## config.mk

```make
export PLATFORM = sky130hd
export DESIGN_NAME = nesting_scope_tracker_flat
export DESIGN_NICKNAME = d
export VERILOG_FILES = /design/src/rtl/nesting_scope_tracker_pkg.sv /design/src/rtl/nesting_scope_tracker_if.sv /design/src/rtl/nesting_scope_tracker_scope_stack.sv /design/src/rtl/nesting_scope_tracker.sv /design/src/flat_wrapper.sv
export SDC_FILE = /design/constraint.sdc
export NUM_CORES = 1
export LEC_CHECK = 0
export CORE_AREA = 5 5 189 327
export CTS_CLUSTER_DIAMETER = 100
export CTS_CLUSTER_SIZE = 14
export DETAILED_ROUTE_END_ITERATION = 8
export DIE_AREA = 0 0 194 332
export HOLD_SLACK_MARGIN = 0.12
export PLACE_DENSITY = 0.77
export SLEW_MARGIN = 30
export SYNTH_ARGS = -nofsm -noshare
export SYNTH_HDL_FRONTEND = slang
export SYNTH_HIERARCHICAL = 1
export SYNTH_SLANG_ARGS = --single-unit
export TNS_END_PERCENT = 10
```

## constraint.sdc

```tcl
create_clock -name clk -period 11.4 [get_ports clk]
set_input_delay 1.14 -clock clk [delete_from_list [all_inputs] [get_ports clk]]
set_output_delay 1.14 -clock clk [all_outputs]
set_load 0.03 [all_outputs]
```

## src/rtl/nesting_scope_tracker_pkg.sv

```systemverilog
// Shared defaults and error-bit indices for the JSON nesting scope tracker.
package nesting_scope_tracker_pkg;

  localparam int unsigned NEST_DEPTH_DEFAULT   = 32;
  localparam int unsigned NEST_COUNT_W_DEFAULT = 24;
  localparam int unsigned ERR_W                = 5;

  typedef enum logic [2:0] {
    SCOPE_ERR_OVF      = 3'd0,
    SCOPE_ERR_UNF      = 3'd1,
    SCOPE_ERR_MISMATCH = 3'd2,
    SCOPE_ERR_SAT      = 3'd3,
    SCOPE_ERR_PROTO    = 3'd4
  } scope_err_e;

endpackage

```

## src/rtl/nesting_scope_tracker_if.sv

```systemverilog
// Parser-event strobes in, scope state and close reports out.
interface nesting_scope_tracker_if
  import nesting_scope_tracker_pkg::*;
#(
  parameter int unsigned DEPTH   = NEST_DEPTH_DEFAULT,
  parameter int unsigned COUNT_W = NEST_COUNT_W_DEFAULT
);
  localparam int unsigned DepthW = $clog2(DEPTH + 1);

  logic               enb;
  logic               ev_open_obj;
  logic               ev_open_arr;
  logic               ev_close_obj;
  logic               ev_close_arr;
  logic               ev_key;
  logic               ev_value;
  logic               clr_err;
  logic               in_array;
  logic [DepthW-1:0]  depth;
  logic [COUNT_W-1:0] member_count;
  logic               closed_valid;
  logic [COUNT_W-1:0] closed_count;
  logic               closed_root;
  logic [ERR_W-1:0]   err;

  modport master (
    output enb, ev_open_obj, ev_open_arr, ev_close_obj, ev_close_arr, ev_key, ev_value, clr_err,
    input  in_array, depth, member_count, closed_valid, closed_count, closed_root, err
  );

  modport slave (
    input  enb, ev_open_obj, ev_open_arr, ev_close_obj, ev_close_arr, ev_key, ev_value, clr_err,
    output in_array, depth, member_count, closed_valid, closed_count, closed_root, err
  );

endinterface

```

## src/rtl/nesting_scope_tracker_scope_stack.sv

```systemverilog
// LIFO register file of saved parent scopes; top frame is read combinationally.
module scope_stack #(
  parameter int unsigned DEPTH = 2,
  parameter int unsigned W     = 1
) (
  input  logic                       clk,
  input  logic                       rst_n,
  input  logic                       push_i,
  input  logic                       pop_i,
  input  logic [W-1:0]               push_data_i,
  output logic [W-1:0]               top_data_o,
  output logic                       full_o,
  output logic                       empty_o,
  output logic [$clog2(DEPTH+1)-1:0] level_o
);

  localparam int unsigned AddrW  = $clog2(DEPTH);
  localparam int unsigned LevelW = $clog2(DEPTH + 1);

  logic [W-1:0]      mem_q [DEPTH];
  logic [LevelW-1:0] level_q, level_d;

  assign full_o     = (level_q == LevelW'(DEPTH));
  assign empty_o    = (level_q == '0);
  assign level_o    = level_q;
  assign top_data_o = empty_o ? '0 : mem_q[AddrW'(level_q - 1'b1)];

  always_comb begin
    level_d = level_q;
    if (push_i && !full_o) begin
      level_d = level_q + 1'b1;
    end else if (pop_i && !empty_o) begin
      level_d = level_q - 1'b1;
    end
  end

  always_ff @(posedge clk) begin
    if (!rst_n) begin
      level_q <= '0;
    end else begin
      level_q <= level_d;
    end
  end

  // Frame storage needs no reset: only slots below level_q are ever read.
  always_ff @(posedge clk) begin
    if (push_i && !full_o) begin
      mem_q[AddrW'(level_q)] <= push_data_i;
    end
  end

endmodule

```

## src/rtl/nesting_scope_tracker.sv

```systemverilog
// Tracks JSON object/array nesting and per-scope member counts from parser event strobes.
module nesting_scope_tracker
  import nesting_scope_tracker_pkg::*;
#(
  parameter int unsigned DEPTH   = NEST_DEPTH_DEFAULT,
  parameter int unsigned COUNT_W = NEST_COUNT_W_DEFAULT
) (
  input logic                    clk,
  input logic                    rst_n,
  nesting_scope_tracker_if.slave bus_io
);

  localparam int unsigned DepthW = $clog2(DEPTH + 1);
  localparam int unsigned FrameW = COUNT_W + 1;
  localparam logic [COUNT_W-1:0] CountMax = '1;

  logic               in_array_q, in_array_d;
  logic [COUNT_W-1:0] count_q, count_d;
  logic               closed_valid_q, closed_valid_d;
  logic [COUNT_W-1:0] closed_count_q, closed_count_d;
  logic               closed_root_q, closed_root_d;
  logic [ERR_W-1:0]   err_q, err_d, err_set;

  logic              push, pop, stack_full, stack_empty;
  logic [FrameW-1:0] push_data, top_data;
  logic [DepthW-1:0] level;

  logic [5:0] ev;
  logic       multi, is_open, is_close, counts_here;

  assign ev = {bus_io.ev_open_obj, bus_io.ev_open_arr, bus_io.ev_close_obj,
               bus_io.ev_close_arr, bus_io.ev_key, bus_io.ev_value};
  assign multi       = (ev & (ev - 6'd1)) != 6'd0;
  assign is_open     = bus_io.ev_open_obj | bus_io.ev_open_arr;
  assign is_close    = bus_io.ev_close_obj | bus_io.ev_close_arr;
  assign counts_here = !stack_empty &&
                       ((bus_io.ev_key && !in_array_q) || (bus_io.ev_value && in_array_q));

  scope_stack #(
    .DEPTH (DEPTH),
    .W     (FrameW)
  ) u_stack (
    .clk         (clk),
    .rst_n       (rst_n),
    .push_i      (push),
    .pop_i       (pop),
    .push_data_i (push_data),
    .top_data_o  (top_data),
    .full_o      (stack_full),
    .empty_o     (stack_empty),
    .level_o     (level)
  );

  always_comb begin
    in_array_d     = in_array_q;
    count_d        = count_q;
    closed_valid_d = 1'b0;
    closed_count_d = closed_count_q;
    closed_root_d  = 1'b0;
    push           = 1'b0;
    pop            = 1'b0;
    push_data      = '0;
    err_set        = '0;
    if (bus_io.enb) begin
      if (multi) begin
        err_set[SCOPE_ERR_PROTO] = 1'b1;
      end else if (is_open) begin
        if (stack_full) begin
          err_set[SCOPE_ERR_OVF] = 1'b1;
        end else begin
          // At depth 0 in_array_q/count_q are both zero, giving the dummy root frame.
          push      = 1'b1;
          push_data = {in_array_q, count_q};
          if (in_array_q) begin
            if (count_q == CountMax) begin
              err_set[SCOPE_ERR_SAT] = 1'b1;
            end else begin
              push_data[COUNT_W-1:0] = count_q + 1'b1;
            end
          end
          in_array_d = bus_io.ev_open_arr;
          count_d    = '0;
        end
      end else if (is_close) begin
        if (stack_empty) begin
          err_set[SCOPE_ERR_UNF] = 1'b1;
        end else begin
          pop            = 1'b1;
          closed_valid_d = 1'b1;
          closed_count_d = count_q;
          closed_root_d  = (level == DepthW'(1));
          if ((bus_io.ev_close_obj && in_array_q) || (bus_io.ev_close_arr && !in_array_q)) begin
            err_set[SCOPE_ERR_MISMATCH] = 1'b1;
          end
          {in_array_d, count_d} = top_data;
        end
      end else if (counts_here) begin
        if (count_q == CountMax) begin
          err_set[SCOPE_ERR_SAT] = 1'b1;
        end else begin
          count_d = count_q + 1'b1;
        end
      end
    end
    err_d = (bus_io.clr_err ? '0 : err_q) | err_set;
  end

  always_ff @(posedge clk) begin
    if (!rst_n) begin
      in_array_q     <= 1'b0;
      count_q        <= '0;
      closed_valid_q <= 1'b0;
      closed_count_q <= '0;
      closed_root_q  <= 1'b0;
      err_q          <= '0;
    end else begin
      in_array_q     <= in_array_d;
      count_q        <= count_d;
      closed_valid_q <= closed_valid_d;
      closed_count_q <= closed_count_d;
      closed_root_q  <= closed_root_d;
      err_q          <= err_d;
    end
  end

  assign bus_io.in_array     = in_array_q;
  assign bus_io.depth        = level;
  assign bus_io.member_count = count_q;
  assign bus_io.closed_valid = closed_valid_q;
  assign bus_io.closed_count = closed_count_q;
  assign bus_io.closed_root  = closed_root_q;
  assign bus_io.err          = err_q;

endmodule

```

## src/flat_wrapper.sv

```systemverilog
// flat-port wrapper written by rule: the top's interface ports become plain ports
module nesting_scope_tracker_flat import nesting_scope_tracker_pkg::*;
#(
  parameter int unsigned DEPTH   = NEST_DEPTH_DEFAULT,
  parameter int unsigned COUNT_W = NEST_COUNT_W_DEFAULT
)
  (clk, rst_n, bus_io_enb, bus_io_ev_open_obj, bus_io_ev_open_arr, bus_io_ev_close_obj, bus_io_ev_close_arr, bus_io_ev_key, bus_io_ev_value, bus_io_clr_err, bus_io_in_array, bus_io_depth, bus_io_member_count, bus_io_closed_valid, bus_io_closed_count, bus_io_closed_root, bus_io_err);
  nesting_scope_tracker_if #(.DEPTH(DEPTH), .COUNT_W(COUNT_W)) bus_io_i ();
  input logic clk;
  input logic rst_n;
  input wire logic [$bits(bus_io_i.enb)-1:0] bus_io_enb;
  input wire logic [$bits(bus_io_i.ev_open_obj)-1:0] bus_io_ev_open_obj;
  input wire logic [$bits(bus_io_i.ev_open_arr)-1:0] bus_io_ev_open_arr;
  input wire logic [$bits(bus_io_i.ev_close_obj)-1:0] bus_io_ev_close_obj;
  input wire logic [$bits(bus_io_i.ev_close_arr)-1:0] bus_io_ev_close_arr;
  input wire logic [$bits(bus_io_i.ev_key)-1:0] bus_io_ev_key;
  input wire logic [$bits(bus_io_i.ev_value)-1:0] bus_io_ev_value;
  input wire logic [$bits(bus_io_i.clr_err)-1:0] bus_io_clr_err;
  output wire logic [$bits(bus_io_i.in_array)-1:0] bus_io_in_array;
  output wire logic [$bits(bus_io_i.depth)-1:0] bus_io_depth;
  output wire logic [$bits(bus_io_i.member_count)-1:0] bus_io_member_count;
  output wire logic [$bits(bus_io_i.closed_valid)-1:0] bus_io_closed_valid;
  output wire logic [$bits(bus_io_i.closed_count)-1:0] bus_io_closed_count;
  output wire logic [$bits(bus_io_i.closed_root)-1:0] bus_io_closed_root;
  output wire logic [$bits(bus_io_i.err)-1:0] bus_io_err;
  assign bus_io_i.enb = bus_io_enb;
  assign bus_io_i.ev_open_obj = bus_io_ev_open_obj;
  assign bus_io_i.ev_open_arr = bus_io_ev_open_arr;
  assign bus_io_i.ev_close_obj = bus_io_ev_close_obj;
  assign bus_io_i.ev_close_arr = bus_io_ev_close_arr;
  assign bus_io_i.ev_key = bus_io_ev_key;
  assign bus_io_i.ev_value = bus_io_ev_value;
  assign bus_io_i.clr_err = bus_io_clr_err;
  assign bus_io_in_array = bus_io_i.in_array;
  assign bus_io_depth = bus_io_i.depth;
  assign bus_io_member_count = bus_io_i.member_count;
  assign bus_io_closed_valid = bus_io_i.closed_valid;
  assign bus_io_closed_count = bus_io_i.closed_count;
  assign bus_io_closed_root = bus_io_i.closed_root;
  assign bus_io_err = bus_io_i.err;
  nesting_scope_tracker #(.DEPTH(DEPTH), .COUNT_W(COUNT_W)) u_core (.clk(clk), .rst_n(rst_n), .bus_io(bus_io_i));
endmodule
```

==> results of run 1 <==
-- cells by family after synthesis --
| family | count (synthesis) | share of synthesized area |
|---|---|---|
| AO/OA/AOI/OAI | 197 | 0.0431 |
| multiplexers | 328 | 0.168 |
| adder cells (fa/ha/maj) | 6 | 0.00216 |
| flip-flops | 862 | 0.726 |
| AND/OR/NAND/NOR | 240 | 0.0366 |
| buffers and inverters | 137 | 0.0174 |
| XOR/XNOR | 25 | 0.00651 |
-- cell type report --
type                            instances  area, um2
Fill cell                            3620      19900
Clock inverter                          8       96.3
Tap cell                              780        976
Clock buffer                           98       1880
Multi-Input combinational cell        796       9240
Inverter                               21       78.8
Timing Repair Buffer                  127       1470
Sequential cell                       862      25300
Antenna cell                            1       2.50
-- per-layer routing --
layer	vias to the layer above	wire length, um	global-route usage
met2	992	43500	0.445
met4	0	3860	0.107
li1	7544	-	-
met3	218	6130	0.0407
met5	-	0	0
met1	9367	27800	0.309
-- worst max-delay path, delay by kind of cell, from the launching register on --
kind / cells / cell delay, ns
DFF: 1 / 0.89
and+or+nand+nor: 6 / 2.24
AOI/OAI and AO/OA: 2 / 0.68
adders and majority gates: 1 / 0.25
buffers and inverters: 2 / 0.80
-- sequential cells by signal (all words and copies together), names as in the netlist --
signal	count
u_core/u_stack/mem_q	800
u_core/bus_io.closed_count	24
u_core/bus_io.member_count	24
u_core/u_stack/level_o	6
u_core/bus_io.err	5
u_core/bus_io.closed_root	1
u_core/bus_io.closed_valid	1
u_core/bus_io.in_array	1
-- Yosys cell counts (8+ instances only) --
| library cell | n |
|---|---|
| o221ai_1 | 25 |
| a21oi_1 | 18 |
| a211oi_1 | 15 |
| and3_1 | 8 |
| edfxtp_1 | 800 |
| nor2b_1 | 31 |
| o21ai_0 | 14 |
| inv_1 | 21 |
| xnor2_1 | 13 |
| mux4_2 | 200 |
| o22ai_1 | 8 |
| o21ai_1 | 17 |
| nor3_1 | 9 |
| and2_1 | 14 |
| nor2_1 | 72 |
| dfxtp_1 | 62 |
| mux2_2 | 52 |
| a22oi_1 | 25 |
| a22o_1 | 22 |
| clkbuf_1 | 59 |
| nand4_1 | 17 |
| mux2i_1 | 75 |
| buf_2 | 44 |
| nand2_1 | 33 |
| xor2_1 | 11 |
| nand3_1 | 19 |
-- stage by stage --
step / setup slack (ns) / hold WS (ns) / power (mW)
global route: 5.62 / 0.524 / 5.90
global placement: 5.38 / 0.468 / 3.58
floorplan: 6.59 / 0.600 / 3.55
detailed placement: 5.68 / 0.477 / 3.58
finish: 6.08 / 0.482 / 5.72
CTS: 6.06 / 0.488 / 5.75
-- worst max-delay path by stage --
stage / from / to / slack, ns
finish: u_core/u_stack/level_o[0] / u_core/u_stack/mem_q[11][12] / 6.08
CTS: u_core/u_stack/level_o[0] / u_core/u_stack/mem_q[10][13] / 6.06
global placement: bus_io_ev_close_arr / u_core/u_stack/mem_q[3][13] / 5.38
detailed placement: bus_io_ev_close_arr / u_core/u_stack/mem_q[3][6] / 5.68
floorplan: u_core/u_stack/level_o[0] / u_core/u_stack/mem_q[10][0] / 6.59
global route: u_core/u_stack/level_o[0] / u_core/u_stack/mem_q[11][12] / 5.62
-- power by group --
group	switching, mW	total (mW)	internal (mW)
clock	1.06	2.21	1.15
sequential	0.00320	3.41	3.40
combinational	0.0593	0.102	0.0430
==> run_results.csv, run 1 <==
group,metric,value,unit
timing,fin_worst_skew,0.0264,ns
setup_path,worstPathCellList,"inv_1, ha_4, or4b_4, nor2_1, a21oi_1, nand3_2, inv_1, o21a_1, nor2b_1, nand2_1, nor2_4",
setup_path,critPathMostFrequentCell,"inv_1",
clock_network,cts_tree,"done",
hold_path,holdPathEnd,"u_core/bus_io.err[4]",
synth,synth_ff_type,"edfxtp_1",
run,max_cap_viol_count,0,
finish,drive_above_1_share,0.234,
synth,synthTopCellsByArea,"edfxtp_1 69%, mux4_2 13%, dfxtp_1 3.6%",
finish,fin_cells,2693,
timing,drv_slew,0,
power,leakagePower,13.0,nW
timing,finalCritPeriodShare,0.466,
clock_network,cts_setup_buffers,0,
floorplanning,die_h,332,um
timing,rsz0062_at_grt,"no",
setup_path,worst-r2r-setup-slack,6.08,ns
route,wl_per_cell,30.2,um
route,drcViolationCount,0,
synth,async_reset_ff_frac,0,
finish,final_cell_mix,"800 x edfxtp_1, 200 x mux4_2, 75 x mux2i_1, 71 x clkbuf_16, 71 x clkdlybuf4s50_1",
placement,placed_cells,2586,
synth,synth-edff-count,800,
route,ant_nets,0,
setup_path,r2r-start,"u_core/u_stack/level_o[0]",
route,wirelength,81300,um
run_status,status,"complete, no violations",
synth,yosys.area.top_type,"edfxtp_1",
setup_path,crit_required,11.63,ns
floorplanning,fp.coreArea,58900,um2
hold_path,min_path_cells,2,
route,vias,18100,
power,powerDensity,147,nW/um2
timing,tightest_slew,1.08,ns
global_route,antenna_found_initial,1,
finish,final_nets,1895,
synth,synth_area_per_cell,19.4,um2
timing,fin_tns_setup,0,ns
clock_network,cts_root_buf,"clkbuf_16",
global_route,grt_pass1_wl,122000,um
clock_network,clkTransAtPathRegs,0.06,ns
floorplanning,die_w,194,um
global_route,grt_overflow,0,
clock_network,clk_path_buf_depth,3,
clock_network,postCtsHoldBufs,0,
synth,synth_cells,1795,
finish,post-route-cell-area,39000,um2
timing,fmax,0.188,GHz
synth,yosysWarnings,6,
placement,placed_area,37000,um2
setup_path,start_kind,"register",
timing,slew_headroom,0.275,
floorplanning,io_pins,72,
clock_network,clkLatencyLatePin,0.62,ns
hold_path,holdCritStartpoint,"u_core/bus_io.err[4]",
placement,gp_congestion,0.908,
synth,yosysSeqAreaShare,0.726,
synth,synth_top_area_frac,0.690,
route,via_per_inst,6.73,
hold_path,hold_class,"reg -> reg",
power,ir_drop,0.000114,V
clock_network,cts.sinks,862,
synth,syn_nets,1811,
setup_path,cp_slowest_stage_delay,0.89,ns
timing,finalHoldViolCount,0,
floorplanning,rows,118,
finish,fin_util,0.662,
floorplanning,start_util,0.591,
floorplanning,dieArea,64400,um2
synth,synth_seq_cells,862,
finish,area_growth,12.1,%
clock_network,cts_max_level,3,
timing,min_period,5.32,ns
placement,port_buffers,71,
setup_path,reg2reg_to,"u_core/u_stack/mem_q[11][12]",
setup_path,slowest_stage,"dfxtp_4",
setup_path,end_kind,"register",
global_route,grt_max_degree,141,
clock_network,cts-resized-gates,0,
placement,dp.final_hpwl,48700,um
setup_path,reg2reg_depth,11,
synth,ys_types,76,
global_route,track_usage,0.251,
finish,final_common_cell,"edfxtp_1",
setup_path,path_class,"reg -> reg",
global_route,grt_pass1_vias,18700,
clock_network,cts_inserted_buffers,71,
route,first_pass_iters,5,
timing,setup_viol,0,
route,drt_iter0_drc,1901,
synth,syn_area,34800,um2
setup_path,crit_arrival,5.54,ns
setup_path,cp_max_fo,42,
No activity file was read; power rests on OpenSTA's default activity.
==> inputs of run 2 (changes only) <==
==> constraint.sdc (replaced) <==
create_clock -name clk -period 5.08 [get_ports clk]
set_input_delay 0.508 -clock clk [delete_from_list [all_inputs] [get_ports clk]]
set_output_delay 0.508 -clock clk [all_outputs]
set_load 0.03 [all_outputs]
==> run 2 against run 1 <==
- final area decreased by 0.38%
- clock power increased by 120%
- wire length decreased by 2.3%
- die area unchanged
- critical path depth unchanged
- global-route usage decreased by 0.51 points
- setup slack got worse by 5.1 ns
- highest routed layer unchanged
==> run_results.csv, run 2 (synthesis gave the netlist of run 1 again) <==
group,metric,value,unit
run_status,status,"complete, no violations",
finish,final_common_cell,"edfxtp_1",
timing,min_period,4.07,ns
finish,fin_cells,2709,
clock_network,cts_tree,"done",
global_route,track_usage,0.246,
floorplanning,io_pins,72,
route,first_pass_iters,7,
placement,placed_area,36900,um2
finish,largest_register_ffs,800,
power,leakagePower,13.0,nW
setup_path,cp_max_fo,25,
setup_path,end_kind,"register",
global_route,antenna_found_initial,0,
setup_path,crit_required,5.31,ns
clock_network,postCtsHoldBufs,0,
finish,num_antenna_cells,0,
floorplanning,die_w,194,um
route,via_per_inst,6.62,
finish,regMostFlops,"u_core/u_stack/mem_q",
clock_network,cts-resized-gates,0,
floorplanning,fp.coreArea,58900,um2
clock_network,cts.sinks,862,
finish,final_cell_mix,"800 x edfxtp_1, 200 x mux4_2, 75 x mux2i_1, 71 x clkbuf_16, 71 x clkdlybuf4s50_1",
clock_network,clk_path_buf_depth,3,
finish,area_growth,11.7,%
route,vias,17900,
timing,finalCritPeriodShare,0.802,
route,ant_nets,0,
timing,slew_headroom,0.341,
global_route,grt_pass1_vias,18700,
timing,rsz0062_at_grt,"no",
floorplanning,die_h,332,um
placement,port_buffers,71,
timing,drv_slew,0,
route,wl_per_cell,29.3,um
timing,tightest_slew,0.982,ns
placement,placed_cells,2605,
timing,finalHoldViolCount,0,
finish,fin_util,0.660,
setup_path,crit_arrival,4.31,ns
placement,gp_congestion,0.933,
timing,fin_worst_skew,0.0328,ns
floorplanning,dieArea,64400,um2
floorplanning,start_util,0.591,
placement,dp.final_hpwl,49900,um
clock_network,cts_root_buf,"clkbuf_16",
clock_network,clkTransAtPathRegs,0.07,ns
setup_path,start_kind,"register",
clock_network,cts_inserted_buffers,71,
global_route,grt_overflow,0,
route,drcViolationCount,0,
hold_path,hold_class,"reg -> reg",
clock_network,cts_max_level,3,
power,power.total,12.8,mW
clock_network,clkLatencyLatePin,0.63,ns
floorplanning,rows,118,
route,drt_iter0_drc,1712,
run,max_cap_viol_count,0,
finish,drive_above_1_share,0.241,
power,ir_drop,0.000250,V
route,wirelength,79400,um
clock_network,cts_setup_buffers,0,
power,powerDensity,330,nW/um2
finish,post-route-cell-area,38900,um2
timing,fmax,0.246,GHz
timing,setup_viol,0,
timing,fin_tns_setup,0,ns
setup_path,path_class,"reg -> reg",
finish,final_nets,1914,
global_route,grt_max_degree,77,
global_route,grt_pass1_wl,120000,um
run 2: critical path: stages, from the launching register on:
cell and delay (ns):
dfxtp_4 0.64, inv_1 0.22, ha_4 0.23, or4b_4 0.23
nor2_1 0.07, a21oi_1 0.23, nand3_1 0.15, inv_1 0.29
o21a_1 0.19, nor2b_1 0.26, nand2_1 0.36, nor2_4 0.77
run 2: final cells by class:
cell class	instances	area (um2)
multi-input cells	796	9250
repair buffers	146	1320
clock buffers	96	1870
clock inverters	8	100
inverters	21	78.8
fillers	3637	20100
well taps	780	976
flip-flops and latches	862	25300
run 2: layer usage:
| metal | track usage | wire, um | vias up |
|---|---|---|---|
| met5 | 0 | 0 | - |
| met4 | 0.0964 | 3230 | 0 |
| met3 | 0.0342 | 4930 | 176 |
| met2 | 0.448 | 43600 | 827 |
| met1 | 0.298 | 27600 | 9348 |
| li1 | - | - | 7574 |
run 2: worst paths after layout:
kind	slack, ns	to	depth (start not counted)	start
max reg2reg	1.01	u_core/u_stack/mem_q[27][9]	11	u_core/u_stack/level_o[0]
max	1.01	u_core/u_stack/mem_q[27][9]	11	u_core/u_stack/level_o[0]
min reg2reg	0.48	u_core/bus_io.err[4]	2	u_core/bus_io.err[4]
min	0.48	u_core/bus_io.err[4]	2	u_core/bus_io.err[4]
run 2: stage by stage:
step / setup WS (ns) / hold slack, ns
after floorplan: 0.272 / 0.600
after global placement: 0.988 / 0.466
after detailed placement: 0.910 / 0.477
after CTS: 1.05 / 0.489
after global routing: 0.783 / 0.528
final: 1.01 / 0.485
run 2: where the power goes:
part / total [mW] / leakage [nW] / switching (mW) / internal [mW]
combinational: 0.237 / 3.11 / 0.138 / 0.0994
clock: 4.94 / 0.950 / 2.36 / 2.58
sequential: 7.64 / 8.95 / 0.00432 / 7.64
==> inputs of run 3 (changes only) <==
--- a/config.mk
+++ b/config.mk
@@ -5,13 +5,13 @@
 export SDC_FILE = /design/constraint.sdc
 export NUM_CORES = 1
 export LEC_CHECK = 0
-export CORE_AREA = 5 5 189 327
+export CORE_AREA = 5 5 195 338
 export CTS_CLUSTER_DIAMETER = 100
 export CTS_CLUSTER_SIZE = 14
 export DETAILED_ROUTE_END_ITERATION = 8
-export DIE_AREA = 0 0 194 332
+export DIE_AREA = 0 0 200 343
 export HOLD_SLACK_MARGIN = 0.12
-export PLACE_DENSITY = 0.77
+export PLACE_DENSITY = 0.75
 export SLEW_MARGIN = 30
 export SYNTH_ARGS = -nofsm -noshare
 export SYNTH_HDL_FRONTEND = slang
==> constraint.sdc (replaced) <==
create_clock -name clk -period 3.65 [get_ports clk]
set_input_delay 0.365 -clock clk [delete_from_list [all_inputs] [get_ports clk]]
set_output_delay 0.365 -clock clk [all_outputs]
set_load 0.03 [all_outputs]
==> run 3 against run 2 <==
- clock power increased by 39%
- critical path depth is 1 lower
- global-route usage is 0.90 points lower
- setup slack worse by 0.57 ns
- worst hold slack worse by 0.0013 ns
- total power grew 39%
- clock-buffer cell count up 7
- non-clock buffer count up 34
- core utilization is 3.0 points lower
- register-to-register slack worse by 0.57 ns
- first-iteration DRC count up 8.6%
- final cell count rose by 2.5%
==> run_results.csv, run 3 (synthesis gave the netlist of run 1 again) <==
group,metric,value,unit
run_status,status,"complete, no violations",
setup_path,crit_required,4.14,ns
clock_network,clk_path_buf_depth,3,
power,ir_drop,0.000316,V
route,first_pass_iters,5,
global_route,antenna_found_initial,0,
clock_network,clkLatencyLatePin,0.62,ns
finish,fin_cells,2776,
timing,finalCritPeriodShare,0.881,
clock_network,cts_setup_buffers,0,
setup_path,crit_arrival,3.71,ns
setup_path,start_kind,"register",
floorplanning,fp.coreArea,62900,um2
hold_path,holdCritStartpoint,"bus_io_enb",
setup_path,crit_path_start,"u_core/u_stack/level_o[0]",
timing,drv_slew,0,
clock_network,cts_tree,"done",
setup_path,path_class,"reg -> reg",
clock_network,postCtsHoldBufs,0,
floorplanning,die_w,200,um
route,vias,18100,
setup_path,r2r-start,"u_core/u_stack/level_o[0]",
floorplanning,rows,122,
route,drcViolationCount,0,
finish,drive_above_1_share,0.255,
clock_network,cts_root_buf,"clkbuf_16",
run,max_cap_viol_count,0,
clock_network,cts-resized-gates,0,
timing,finalHoldViolCount,0,
floorplanning,dieArea,68600,um2
route,ant_nets,0,
finish,final_cell_mix,"800 x edfxtp_1, 200 x mux4_2, 75 x mux2i_1, 72 x buf_4",
timing,slew_headroom,0.448,
clock_network,cts.sinks,862,
timing,setup_viol,0,
clock_network,cts_inserted_buffers,71,
placement,gp_congestion,0.923,
clock_network,clkTransAtPathRegs,0.06,ns
global_route,track_usage,0.237,
floorplanning,die_h,343,um
power,powerDensity,451,nW/um2
finish,largest_register_ffs,800,
placement,dp.final_hpwl,50900,um
timing,fin_worst_skew,0.0280,ns
placement,placed_cells,2665,
floorplanning,start_util,0.553,
route,drt_iter0_drc,1859,
global_route,grt_overflow,0,
finish,post-route-cell-area,39600,um2
finish,final_nets,1948,
route,wl_per_cell,29.0,um
timing,fin_tns_setup,0,ns
hold_path,hold_class,"in -> reg",
finish,regMostFlops,"u_core/u_stack/mem_q",
setup_path,end_kind,"register",
finish,num_antenna_cells,0,
finish,num-fill-cells,4168,
timing,fmax,0.311,GHz
placement,port_buffers,71,
power,leakagePower,13.3,nW
global_route,grt_pass1_wl,120000,um
setup_path,cp_max_fo,18,
global_route,grt_max_degree,88,
placement,placed_area,37600,um2
route,via_per_inst,6.51,
finish,area_growth,13.8,%
route,wirelength,80400,um
timing,rsz0062_at_grt,"no",
timing,min_period,3.22,ns
floorplanning,io_pins,72,
global_route,grt_pass1_vias,18800,
clock_network,cts_max_level,3,
finish,final_common_cell,"edfxtp_1",
timing,tightest_slew,0.822,ns
## run 3: cell count changes in the layout (fill, tap and decap cells not counted), moves of 2 or more
| cell | change |
|---|---|
| buf_6 | -2 |
| buf_12 | +34 |
| clkbuf_1 | +7 |
| nand2_1 | -3 |
| buf_4 | +2 |
| and2_1 | +2 |
| nand2_2 | +3 |
| and2_2 | -2 |
| a21oi_2 | +2 |
## run 3: metal layers
layer,wire length (um),track usage
met2,43500,0.422
met1,28100,0.287
met5,0,0
met3,4850,0.0346
met4,4060,0.105
## run 3: worst paths after layout
kind	endpoint	slack, ns	cells after the start
max reg2reg	u_core/bus_io.member_count[1]	0.43	10
min	u_core/bus_io.err[4]	0.48	3
max	u_core/bus_io.member_count[1]	0.43	10
min reg2reg	u_core/bus_io.err[4]	0.50	2
## run 3: layout make-up
| cell class | instances | area, um2 | area share |
|---|---|---|---|
| Inverter | 21 | 78.8 | 0.00199 |
| Clock buffer | 103 | 1900 | 0.0479 |
| Sequential cell | 862 | 25300 | 0.638 |
| Multi-Input combinational cell | 796 | 9250 | 0.234 |
| Clock inverter | 8 | 100 | 0.00253 |
| Timing Repair Buffer | 180 | 1990 | 0.0503 |
| Tap cell | 806 | 1010 | 0.0255 |
## run 3: where the power goes
group          internal, mW  switching [mW]  total [mW]
sequential             10.6         0.00355        10.6
clock                  3.62            3.27        6.89
combinational         0.146           0.197       0.343
total                  14.4            3.47        17.9
## run 3: through the flow
stage	power, mW	hold slack [ns]	setup WS [ns]	util
5_1_grt	18.4	0.505	0.164	0.630
2_1_floorplan	11.1	0.486	0.00220	-
4_1_cts	18.0	0.454	0.372	0.630
6_report	17.9	0.484	0.435	0.630
3_5_place_dp	11.2	0.487	0.228	0.598
3_3_place_gp	11.2	0.471	0.278	0.598
## run 3: critical path, cell delays in order, from the launching register on
cell and delay, ns:
dfxtp_4 0.46, inv_1 0.14, ha_4 0.43, buf_4 0.32, mux4_2 0.34, mux2_2 0.27, a22oi_1 0.31, o221ai_1 0.28
o211ai_1 0.31, o41a_1 0.17, o21ai_0 0.07
==> variant 1, RTL diff (config.mk and constraints of run 3) <==
The package constant `NEST_COUNT_W_DEFAULT` goes from 24 to 16.
--- a/src/rtl/nesting_scope_tracker_pkg.sv
+++ b/src/rtl/nesting_scope_tracker_pkg.sv
@@ -4,3 +4,3 @@
   localparam int unsigned NEST_DEPTH_DEFAULT   = 32;
-  localparam int unsigned NEST_COUNT_W_DEFAULT = 24;
+  localparam int unsigned NEST_COUNT_W_DEFAULT = 16;
   localparam int unsigned ERR_W                = 5;
Interface: changed (resized bus_io_closed_count and bus_io_member_count); port bits go from 72 to 56. No check against the original RTL was run, so the function may have changed too.
==> variant 1 against run 3 <==
Cell count down 16%. Design area down 29%. Maximum frequency down 8.4%. Wire length down 27%. Sequential cell count down 272. Power down 32%. Clock skew up 0.028 ns. Critical path depth up 3. Synthesized area down 31%. Non-clock buffer count down 19. Highest routed layer unchanged. Critical endpoint is now u_core/bus_io.member_count[6]. Setup slack worse by 0.29 ns. Synthesized cell count down 23%. Clock power down 32%.
==> variant 1: results (changes against run 3) <==
stage,metric,value,unit,change
run_status,run_status,completed,,
setup_path,slowest_delay,0.53,ns,+0.07 ns
setup_path,slowest_stage,mux4_2,,
cells_and_area,fin_cells,2340,,-16%
routing,first_pass_iters,7,,+2
power,p_leak,9.75,nW,-27%
clock_network,cts_buffers,48,,-32%
yosys,synth_cell_type_count,84,,+11%
placed_design,dp_hpwl,38.4,mm,-24%
yosys,syn_nets,1402,,-23%
timing,fin_skew,0.0558,ns,+0.0278 ns
routing,drtIter0Drc,1187,,-36%
global_routing,grt_max_degree,59,,-33%
min_path,hold_start,u_core/bus_io.closed_count[8],,
cells_and_area,largest_reg_flops,544,,-32%
setup_path,crit_fanout,19,,+1
global_routing,grt_pass1_wl,86.8,mm,-28%
power,peakVddDrop,0.374,mV,+18%
yosys,ys_top_cells_by_count,"edfxtp_1 (544), mux2i_1 (113), mux4_2 (84)",,
setup_path,cp_data_arrival_time,3.97,ns,+0.26 ns
clock_network,htreeDepth,2,,-1
yosys,synth_area_leaders,"edfxtp_1 (68%), mux4_2 (7.9%), mux2i_1 (4.7%)",,
timing,worst_pin_slew,0.935,ns,+0.113 ns
global_routing,grt_pass1_vias,13500,,-28%
global_routing,grt_use_total,0.169,,-0.0680
routing,wire_per_inst,24.9,um,-14%
clock_network,clk_pin_slew_worst_paths,0.08,ns,+0.02 ns
cells_and_area,fill_cells,5319,,+28%
routing,vias,13300,,-27%
yosys,avgSynthCellArea,17.3,um^2,-11%
placed_design,portBuffers,55,,-23%
cells_and_area,drive_gt1_frac,0.202,,-0.0527
setup_path,startpoint,u_core/u_stack/level_o[1],,
cells_and_area,final_nets,1529,,-22%
yosys,ys_seq_area_frac,0.718,,-0.00820
==> variant 1: cell families after synthesis <==
| family | Yosys count | share of synthesized area |
|---|---|---|
| and+or+nand+nor | 246 | 0.0526 |
| muxes | 197 | 0.126 |
| DFF | 590 | 0.718 |
| AOI/OAI and AO/OA | 226 | 0.0731 |
| buffers and inverters | 104 | 0.0212 |
| adders and majority gates | 6 | 0.00312 |
| xor gates and xnor gates | 17 | 0.00651 |
==> variant 1: through the flow <==
step	instance area (um^2)	setup slack, ns
3_3_place_gp	26600	0.194
3_5_place_dp	26600	0.169
4_1_cts	28000	0.129
6_report	28000	0.140
2_1_floorplan	24200	-0.245
5_1_grt	28000	-0.0412
==> variant 1: critical path, delay by kind of cell, from the launching register on <==
kind | cells | cell delay [ns]
AOI/OAI and AO/OA | 6 | 1.21
xor gates and xnor gates | 1 | 0.27
muxes | 1 | 0.53
buffers and inverters | 3 | 0.59
DFF | 1 | 0.32
and+or+nand+nor | 1 | 0.11
adders and majority gates | 1 | 0.33
==> variant 1: final cells by class <==
type,count,area [um^2],area share
flip-flops and latches,590,17300,0.616
clock buffers,67,1270,0.0454
well taps,806,1010,0.0360
clock inverters,4,82.6,0.00295
repair buffers,161,1800,0.0642
multi-input cells,692,6500,0.232
inverters,20,76.3,0.00273
==> variant 1: power breakdown <==
part           internal (mW)  switching [mW]
combinational         0.0739           0.110
sequential              7.27         0.00166
clock                   2.43            2.25
==> variant 1: final timing paths <==
kind                                        end  depth (start not counted)  slack (ns)
setup / recovery  u_core/bus_io.member_count[6]                         13        0.14
hold / removal    u_core/bus_io.closed_count[8]                          2        0.46
setup reg to reg  u_core/bus_io.member_count[6]                         13        0.14
hold reg to reg   u_core/bus_io.closed_count[8]                          2        0.46
==> variant 1: per-layer routing <==
| layer | part of all wire | global-route usage | vias up |
|---|---|---|---|
| met2 | 0.54 | 0.310 | 535 |
| met5 | 0 | 0 | - |
| met3 | 0.053 | 0.0192 | 154 |
| met1 | 0.33 | 0.181 | 6738 |
| met4 | 0.076 | 0.110 | 0 |
| li1 | - | - | 5824 |
==> variant 2, RTL diff (flow settings as in run 3) <==
Without the edit above. Reset style: asynchronous (`rst_n`), changed in 2 clocked blocks.
--- a/src/rtl/nesting_scope_tracker_scope_stack.sv
+++ b/src/rtl/nesting_scope_tracker_scope_stack.sv
@@ -36,3 +36,3 @@
 
-  always_ff @(posedge clk) begin
+  always_ff @(posedge clk or negedge rst_n) begin
     if (!rst_n) begin
--- a/src/rtl/nesting_scope_tracker.sv
+++ b/src/rtl/nesting_scope_tracker.sv
@@ -107,3 +107,3 @@
 
-  always_ff @(posedge clk) begin
+  always_ff @(posedge clk or negedge rst_n) begin
     if (!rst_n) begin
Behaviour: differs if rst_n is asserted again (counterexample within 4 cycles, from zero or initial values and one cycle with rst_n low); with rst_n held inactive, the same outputs for 4 cycles.
==> variant 2 against run 3 <==
Setup slack worse by 0.26 ns. Wire length grew 6.1%. Synthesized cell count is 1.1% lower. Design area rose by 1.5%. Sequential cell count did not move. Synthesized area grew 0.38%. Via count increased by 2.2%. Hold slack worse by 0.089 ns. Clock skew shrank 0.00070 ns.
Power is not compared: it rests on default switching activity, and its combinational part moved more than twofold at a synthesized area within 25%.
==> variant 2: results (changes against run 3) <==
stage,metric,value,unit,change
global_routing,grt_use_total,0.253,,+0.0160
yosys,yosys-mux-area-fraction,0.165,,-0.00290
setup_path,slowest_delay,0.68,ns,+0.22 ns
yosys,syn_nets,1791,,-1.1%
routing,drtIter0Drc,1718,,-7.6%
setup_path,crit_fanout,42,,+24
cells_and_area,final_nets,1989,,+2.1%
yosys,synth_compound_area_frac,0.0408,,-0.00231
timing,fmax,0.288,GHz,-7.4%
yosys,synth_area_leaders,"edfxtp_1 (69%), mux4_2 (13%), dfrtp_1 (4.4%)",,
placed_design,pre_cts_ws,0.267,ns,+0.0387 ns
run_status,run_status,completed,,
yosys,ys_async_sr_fraction,0.0719,,+0.0719
timing,worst_slew_margin_rel,0.433,,-0.0152
timing,fin_skew,0.0273,ns,-0.000696 ns
global_routing,grt_pass1_wl,127,mm,+5.9%
clock_network,cts_root_buffer,clkbuf_16,,
setup_path,slowest_stage,a311oi_1,,
routing,viasPerCell,6.55,,+0.69%
placed_design,gp_congestion,0.950,,+2.9%
yosys,ys_seq_area_frac,0.732,,+0.00613
yosys,ys_top_cells_by_count,"edfxtp_1 (800), mux4_2 (200), mux2i_1 (99)",,
yosys,synth_fa_ha_area_frac,0.00215,,-0.00000819
cells_and_area,fill_cells,4156,,-0.29%
routing,drt_wl_total,85.3,mm,+6.1%
placed_design,dp_hpwl,54.3,mm,+6.8%
cells_and_area,drive_gt1_frac,0.268,,+0.0136
global_routing,grt_max_degree,82,,-6.8%
variant 2: cell count changes in the layout (fill, tap and decap cells not counted), moves of 24 or more:
cell,run 3,this run
buf_4,72,130
dfrtp_1,0,61
nor2b_1,30,2
mux2i_1,75,99
mux2_2,52,25
dfxtp_1,61,0
o22a_1,0,26
variant 2: layer usage:
layer / vias to the layer above / global-route usage / part of all wire
met5: - / 0 / 0
met4: 0 / 0.100 / 0.045
met3: 184 / 0.0293 / 0.066
met2: 849 / 0.445 / 0.53
met1: 9675 / 0.323 / 0.36
li1: 7754 / - / -
variant 2: through the flow:
stage / instance area, um^2 / cells
after floorplan: 35300 / 1775
after global placement: 38100 / 2705
after detailed placement: 38100 / 2705
after CTS: 40200 / 2818
after global routing: 40200 / 2818
final: 40200 / 2818
variant 2: final timing paths:
check | start | to | depth (start not counted)
worst max-delay path | u_core/u_stack/level_o[0] | u_core/bus_io.member_count[23] | 11
worst min-delay path | rst_n | u_core/bus_io.closed_count[20] | 3
worst max register to register | u_core/u_stack/level_o[0] | u_core/bus_io.member_count[23] | 11
worst min register to register | u_core/bus_io.closed_count[6] | u_core/bus_io.closed_count[6] | 2
max in group asynchronous | rst_n | u_core/u_stack/level_o[0] | 3
min in group clk | bus_io_enb | u_core/bus_io.err[4] | 3
variant 2: cell type report:
class	count	area [um^2]	area share
clock buffer	108	1980	0.0493
tap	806	1010	0.0251
clock inverter	4	42.5	0.00106
sequential	862	25600	0.637
multi-input combinational	782	9120	0.227
inverter	20	82.6	0.00206
timing repair buffer	236	2360	0.0588
variant 2: report_power, final:
group | internal [mW] | switching, mW
Combinational | 4.32 | 5.48
Clock | 3.73 | 3.26
Sequential | 10.9 | 0.321
